==> src/rtl/multicycle_control.sv <==
// ---------------------------------------------------------------------------
// multicycle_control
//
// Control unit for the multicycle RV32I datapath. It is a Moore FSM that
// decodes the latched instruction fields and drives every datapath select
// and write enable. It also contains the ALU decoder, which produces the
// 3-bit operation code, and the immediate-format decoder. The ALU Zero flag
// is folded into the PC write enable while a branch is resolving.
//
// Build option:
//   MC_BNE_EN  when defined, bne (funct3 = 001) is executed alongside beq.
//              When undefined, only beq is a legal branch.
//
// Ports:
//   clk_i         clock; all state changes on the rising edge
//   rst_i         synchronous active-high reset
//   Op_i          instr[6:0] opcode
//   Funct3_i      instr[14:12]
//   Funct7b5_i    instr[30]
//   Zero_i        ALU result == 0 flag
//   PCWrite_o     PC register enable
//   AdrSrc_o      memory address mux (0 = PC, 1 = ALUOut)
//   MemWrite_o    data memory write enable
//   IRWrite_o     instruction register / OldPC enable
//   ResultSrc_o   result mux (00 = ALUOut, 01 = Data, 10 = ALUResult)
//   ALUSrcA_o     ALU A mux (00 = PC, 01 = OldPC, 10 = rs1)
//   ALUSrcB_o     ALU B mux (00 = rs2, 01 = ImmExt, 10 = constant 4)
//   ALUControl_o  ALU op (000 add, 001 sub, 010 and, 011 or, 101 slt)
//   ImmSrc_o      immediate format (00 I, 01 S, 10 B, 11 J)
//   RegWrite_o    register file write enable
//   Illegal_o     one-cycle pulse in DECODE for an unsupported instruction
//
// States:
//   state     | meaning
//   ----------+-------------------------------------------------------------
//   FETCH     | read instruction at PC, PC <= PC + 4
//   DECODE    | read registers, precompute branch/jump target in ALUOut
//   MEMADR    | compute load/store address rs1 + imm
//   MEMREAD   | read data memory at ALUOut
//   MEMWB     | write loaded data to rd
//   MEMWRITE  | write rs2 to data memory at ALUOut
//   EXECR     | R-type ALU operation rs1 op rs2
//   EXECI     | I-type ALU operation rs1 op imm
//   ALUWB     | write ALUOut to rd
//   BRANCH    | compare rs1 - rs2, load PC with target if taken
//   JAL       | PC <= target, ALU computes OldPC + 4 for the link value
// ---------------------------------------------------------------------------
module multicycle_control (
    input  logic       clk_i,
    input  logic       rst_i,
    input  logic [6:0] Op_i,
    input  logic [2:0] Funct3_i,
    input  logic       Funct7b5_i,
    input  logic       Zero_i,
    output logic       PCWrite_o,
    output logic       AdrSrc_o,
    output logic       MemWrite_o,
    output logic       IRWrite_o,
    output logic [1:0] ResultSrc_o,
    output logic [1:0] ALUSrcA_o,
    output logic [1:0] ALUSrcB_o,
    output logic [2:0] ALUControl_o,
    output logic [1:0] ImmSrc_o,
    output logic       RegWrite_o,
    output logic       Illegal_o
);

    localparam logic [6:0] OP_LW  = 7'b0000011;
    localparam logic [6:0] OP_SW  = 7'b0100011;
    localparam logic [6:0] OP_R   = 7'b0110011;
    localparam logic [6:0] OP_I   = 7'b0010011;
    localparam logic [6:0] OP_BR  = 7'b1100011;
    localparam logic [6:0] OP_JAL = 7'b1101111;

    localparam logic [2:0] F3_BEQ = 3'b000;
    localparam logic [2:0] F3_BNE = 3'b001;

    typedef enum logic [3:0] {
        S_FETCH    = 4'd0,
        S_DECODE   = 4'd1,
        S_MEMADR   = 4'd2,
        S_MEMREAD  = 4'd3,
        S_MEMWB    = 4'd4,
        S_MEMWRITE = 4'd5,
        S_EXECR    = 4'd6,
        S_EXECI    = 4'd7,
        S_ALUWB    = 4'd8,
        S_BRANCH   = 4'd9,
        S_JAL      = 4'd10
    } state_t;

    state_t     state_q;
    state_t     state_d;

    logic       pc_update;
    logic       branch;
    logic       adr_src;
    logic       mem_write;
    logic       ir_write;
    logic       reg_write;
    logic       illegal;
    logic [1:0] result_src;
    logic [1:0] alu_src_a;
    logic [1:0] alu_src_b;
    logic [1:0] alu_op;
    logic [2:0] alu_control;
    logic [1:0] imm_src;

    logic       br_funct_ok;
    logic       take;

    // Which branch flavours are legal, and how Zero maps to "taken".
`ifdef MC_BNE_EN
    assign br_funct_ok = (Funct3_i == F3_BEQ) || (Funct3_i == F3_BNE);
    assign take        = (Funct3_i == F3_BNE) ? ~Zero_i : Zero_i;
`else
    assign br_funct_ok = (Funct3_i == F3_BEQ);
    assign take        = Zero_i;
`endif

    // -----------------------------------------------------------------------
    // State register
    // -----------------------------------------------------------------------
    always_ff @(posedge clk_i) begin
        if (rst_i) begin
            state_q <= S_FETCH;
        end else begin
            state_q <= state_d;
        end
    end

    // -----------------------------------------------------------------------
    // Next state and state-decoded controls
    // -----------------------------------------------------------------------
    always_comb begin
        state_d    = state_q;
        pc_update  = 1'b0;
        branch     = 1'b0;
        adr_src    = 1'b0;
        mem_write  = 1'b0;
        ir_write   = 1'b0;
        reg_write  = 1'b0;
        illegal    = 1'b0;
        result_src = 2'b00;
        alu_src_a  = 2'b00;
        alu_src_b  = 2'b00;
        alu_op     = 2'b00;

        case (state_q)
            S_FETCH: begin
                adr_src    = 1'b0;
                ir_write   = 1'b1;
                alu_src_a  = 2'b00;
                alu_src_b  = 2'b10;
                alu_op     = 2'b00;
                result_src = 2'b10;
                pc_update  = 1'b1;
                state_d    = S_DECODE;
            end

            S_DECODE: begin
                // OldPC + imm lands in ALUOut for a later branch or jump.
                alu_src_a = 2'b01;
                alu_src_b = 2'b01;
                alu_op    = 2'b00;
                case (Op_i)
                    OP_LW, OP_SW: state_d = S_MEMADR;
                    OP_R:         state_d = S_EXECR;
                    OP_I:         state_d = S_EXECI;
                    OP_JAL:       state_d = S_JAL;
                    OP_BR: begin
                        if (br_funct_ok) begin
                            state_d = S_BRANCH;
                        end else begin
                            state_d = S_FETCH;
                            illegal = 1'b1;
                        end
                    end
                    default: begin
                        state_d = S_FETCH;
                        illegal = 1'b1;
                    end
                endcase
            end

            S_MEMADR: begin
                alu_src_a = 2'b10;
                alu_src_b = 2'b01;
                alu_op    = 2'b00;
                // Only lw and sw reach here; opcode bit 5 separates them.
                state_d   = Op_i[5] ? S_MEMWRITE : S_MEMREAD;
            end

            S_MEMREAD: begin
                result_src = 2'b00;
                adr_src    = 1'b1;
                state_d    = S_MEMWB;
            end

            S_MEMWB: begin
                result_src = 2'b01;
                reg_write  = 1'b1;
                state_d    = S_FETCH;
            end

            S_MEMWRITE: begin
                result_src = 2'b00;
                adr_src    = 1'b1;
                mem_write  = 1'b1;
                state_d    = S_FETCH;
            end

            S_EXECR: begin
                alu_src_a = 2'b10;
                alu_src_b = 2'b00;
                alu_op    = 2'b10;
                state_d   = S_ALUWB;
            end

            S_EXECI: begin
                alu_src_a = 2'b10;
                alu_src_b = 2'b01;
                alu_op    = 2'b10;
                state_d   = S_ALUWB;
            end

            S_ALUWB: begin
                result_src = 2'b00;
                reg_write  = 1'b1;
                state_d    = S_FETCH;
            end

            S_JAL: begin
                alu_src_a  = 2'b01;
                alu_src_b  = 2'b10;
                alu_op     = 2'b00;
                result_src = 2'b00;
                pc_update  = 1'b1;
                state_d    = S_ALUWB;
            end

            S_BRANCH: begin
                alu_src_a  = 2'b10;
                alu_src_b  = 2'b00;
                alu_op     = 2'b01;
                result_src = 2'b00;
                branch     = 1'b1;
                state_d    = S_FETCH;
            end

            default: begin
                state_d = S_FETCH;
            end
        endcase
    end

    // -----------------------------------------------------------------------
    // ALU decoder
    // -----------------------------------------------------------------------
    always_comb begin
        alu_control = 3'b000;
        case (alu_op)
            2'b00: alu_control = 3'b000;
            2'b01: alu_control = 3'b001;
            2'b10: begin
                case (Funct3_i)
                    // Only R-type (opcode bit 5 set) can encode sub.
                    3'b000:  alu_control = (Op_i[5] & Funct7b5_i) ? 3'b001 : 3'b000;
                    3'b010:  alu_control = 3'b101;
                    3'b110:  alu_control = 3'b011;
                    3'b111:  alu_control = 3'b010;
                    default: alu_control = 3'b000;
                endcase
            end
            default: alu_control = 3'b000;
        endcase
    end

    // -----------------------------------------------------------------------
    // Immediate format decoder
    // -----------------------------------------------------------------------
    always_comb begin
        imm_src = 2'b00;
        case (Op_i)
            OP_LW, OP_I: imm_src = 2'b00;
            OP_SW:       imm_src = 2'b01;
            OP_BR:       imm_src = 2'b10;
            OP_JAL:      imm_src = 2'b11;
            default:     imm_src = 2'b00;
        endcase
    end

    // -----------------------------------------------------------------------
    // Outputs. Write enables are masked while reset is held so that an
    // instruction interrupted by reset cannot commit anything in that cycle.
    // -----------------------------------------------------------------------
    assign PCWrite_o    = ~rst_i & (pc_update | (branch & take));
    assign IRWrite_o    = ~rst_i & ir_write;
    assign MemWrite_o   = ~rst_i & mem_write;
    assign RegWrite_o   = ~rst_i & reg_write;
    assign Illegal_o    = ~rst_i & illegal;

    assign AdrSrc_o     = adr_src;
    assign ResultSrc_o  = result_src;
    assign ALUSrcA_o    = alu_src_a;
    assign ALUSrcB_o    = alu_src_b;
    assign ALUControl_o = alu_control;
    assign ImmSrc_o     = imm_src;

endmodule
==> config.mk <==
export PLATFORM = sky130hd
export DESIGN_NAME = multicycle_control
export DESIGN_NICKNAME = d
export VERILOG_FILES = /design/src/rtl/multicycle_control.sv
export SDC_FILE = /design/constraint.sdc
export NUM_CORES = 1
export LEC_CHECK = 0
export CAP_MARGIN = 20
export CORE_UTILIZATION = 36
export CTS_CLUSTER_SIZE = 40
export DETAILED_ROUTE_END_ITERATION = 8
export DONT_BUFFER_PORTS = 1
export MAX_ROUTING_LAYER = met4
export PLACE_DENSITY_LB_ADDON = 0.25
export SYNTH_ARGS = -nofsm -noshare
export SYNTH_HDL_FRONTEND = slang
export SYNTH_SLANG_ARGS = --single-unit
==> constraint.sdc <==
create_clock -name clk_i -period 5.1 [get_ports clk_i]
set_clock_uncertainty 0.2 [all_clocks]
set_input_delay 1.53 -clock clk_i [delete_from_list [all_inputs] [get_ports clk_i]]
set_output_delay 1.53 -clock clk_i [all_outputs]
set_load 0.005 [all_outputs]
==> flow_summary.json <==
{
  "async_flop_share_pct": 0,
  "die_w_um": 42.6,
  "cp-start-kind": "input port",
  "status": "complete, no violations",
  "avgRoutedWirePerCell_um": 13.8,
  "grt_usage_pct": 14.8,
  "ys_seq_area_share_pct": 13.5,
  "p_leak_nw": 0.192,
  "start_util_pct": 39.0,
  "antenna_found_initial": 0,
  "sw_frac_of_total_pct": 23.9,
  "regArea_um2": 80.1,
  "ys_ff_latch": 4,
  "critical_path_class": "in -> out",
  "portBuffers": 0,
  "finalSetupViolCount": 0,
  "multiInputGateArea_um2": 457,
  "timing.final.max_slew_violations": 0,
  "netlist_area_um2": 594,
  "ys_types": 40,
  "cts-root-buf": "clkbuf_4",
  "fp.dieH_um": 42.6,
  "synth_ff_type": "dfxtp_1",
  "period_needed_ps": 4000,
  "final_hold_viol_count": 0,
  "clk_pin_slew_ps": 40,
  "grt_pass1_vias": 467,
  "p_total_uw": 87.9,
  "vias_per_cell": 6.24,
  "largest-register": "state_q",
  "gp_congestion": 0.769,
  "hold_class": "reg -> reg",
  "tightest_slew_ps": 518,
  "drt_pre_antenna_iters": 4,
  "ir_drop_uv": 120,
  "tritoncts": "yes",
  "synth_top_area_cell": "dfxtp_1",
  "dp.cells": 90,
  "syn_to_final_growth_pct": 0,
  "ant_nets": 0,
  "top_regs": "state_q x4",
  "power_density_nw_per_um2": 148,
  "ys_warn_count": 0,
  "synth_top_area_share_pct": 13.5,
  "synth_area_leaders": "dfxtp_1, nor3_1, clkbuf_8",
  "maxCapViolCount": 0,
  "largest_reg_flops": 4,
  "crit_path_max_fanout": 6,
  "design.core.area_um2": 1520,
  "post_cts_buffers": 0,
  "drive_gt1_share_pct": 11.7,
  "syn_inst": 79,
  "rsz0062_at_grt": "false",
  "setup-tns-final_ps": 0,
  "synth_edf_count": 0,
  "period_share_pct": 78.4,
  "overflow": 0,
  "clkPwrFrac_pct": 42.2,
  "syn-num-nets": 95,
  "nFillCells": 168,
  "p_int_uw": 66.8,
  "clock_latency_ps": 230,
  "row_count": 14,
  "grt_max_degree": 19,
  "hpwl_um": 978,
  "critPathRequiredTime_ps": 3370,
  "drc": 0,
  "cts_hold_buf": 0,
  "ios": 31,
  "cts-resized-gates": 0,
  "relSlewSlack_pct": 65.4,
  "drt_first_iter_violations": 11,
  "p_sw_uw": 21.0,
  "cp.arrival_ps": 2270,
  "crit_path_end_kind": "output port",
  "vias": 580,
  "grt_pass1_wl_um": 2060,
  "power_frac_seq_pct": 40.2,
  "dieArea_um2": 1820,
  "routed_wl_um": 1290,
  "cts_sinks": 4,
  "cts_buffers": 3,
  "nets": 95,
  "cts.path.max_buffers": 2,
  "htree_levels": 1,
  "power_frac_comb_pct": 17.7,
  "diodes": 0,
  "syn_avg_cell_area_um2": 7.52,
  "final_cells": 93,
  "fmax_ghz": 0.250
}
## path summary, 6_finish.rpt
path	startpoint	endpoint	slack, ps	cells after the start
worst min register to register	state_q[0]	state_q[0]	460	1
worst max-delay path	Op_i[4]	Illegal_o	1100	3
worst max register to register	state_q[0]	state_q[3]	3430	3
worst min-delay path	state_q[0]	state_q[0]	460	1
## cell usage after synthesis, types with 2 or more instances
library cell	number
nor3_1	6
a21oi_1	5
nor2_1	5
dfxtp_1	4
inv_1	4
nand2_1	4
nand2b_1	4
nor2b_1	3
nor3b_1	3
nor4_1	3
o21ai_0	3
a211oi_1	2
buf_2	2
clkbuf_8	2
ha_1	2
nand3_1	2
xnor2_1	2
## power by group through the flow
stage                     combinational [mW]  sequential [mW]  clock, mW
after floorplan                       0.0181           0.0329          0
after global placement                0.0157           0.0357          0
after detailed placement              0.0156           0.0357          0
after CTS                             0.0156           0.0353     0.0389
after global routing                  0.0169           0.0355     0.0424
final                                 0.0155           0.0353     0.0371
## stage by stage
step                utilization (%)  hold WS, ps  cell area [um^2]  setup slack (ps)
floorplan                         -          364               594              1220
global placement               37.5          462               572              1110
detailed placement             37.5          455               572              1140
CTS                            39.0          462               594              1130
global route                   39.0          514               594              1080
finish                         39.0          464               594              1100
## final cells by class
type | count | share of cell area [%]
Multi-Input combinational cell | 66 | 76.8
Clock buffer | 3 | 3.79
Sequential cell | 4 | 13.5
Inverter | 4 | 2.53
Tap cell | 16 | 3.37
## kinds of logic after synthesis
| family | synth area share, % |
|---|---|
| compound gates | 22.3 |
| simple gates | 44.2 |
| xor+xnor | 4.42 |
| flops | 13.5 |
| mux | 1.68 |
| fa+ha+maj | 4.21 |
| buf+inv | 9.68 |
## worst max-delay path, stage by stage
cell	delay (ps)
nand3b_2	250
o41ai_1	330
a211oi_1	160
## layout by cell type, fill, tap and decap left out, types with 2 or more instances in the layout
master	Yosys	layout
a211oi_1	2	2
clkbuf_4	0	3
nor2b_1	3	3
nand2_1	4	4
nor2_1	5	5
a21oi_1	5	5
nand2b_1	4	4
o21ai_0	3	3
nand3_1	2	2
xnor2_1	2	2
nor3_1	6	6
nor4_1	3	3
ha_1	2	2
inv_1	4	4
nor3b_1	3	3
dfxtp_1	4	4
## layer usage
layer	share of wire, %	vias up	wire length [um]	GRT usage [%]
met3	4.6	0	59	5.60
li1	-	297	-	-
met4	0	0	0	1.88
met2	48	14	616	23.9
met5	0	-	0	-
met1	48	269	611	17.9
Power figures use the tool's default switching activity.
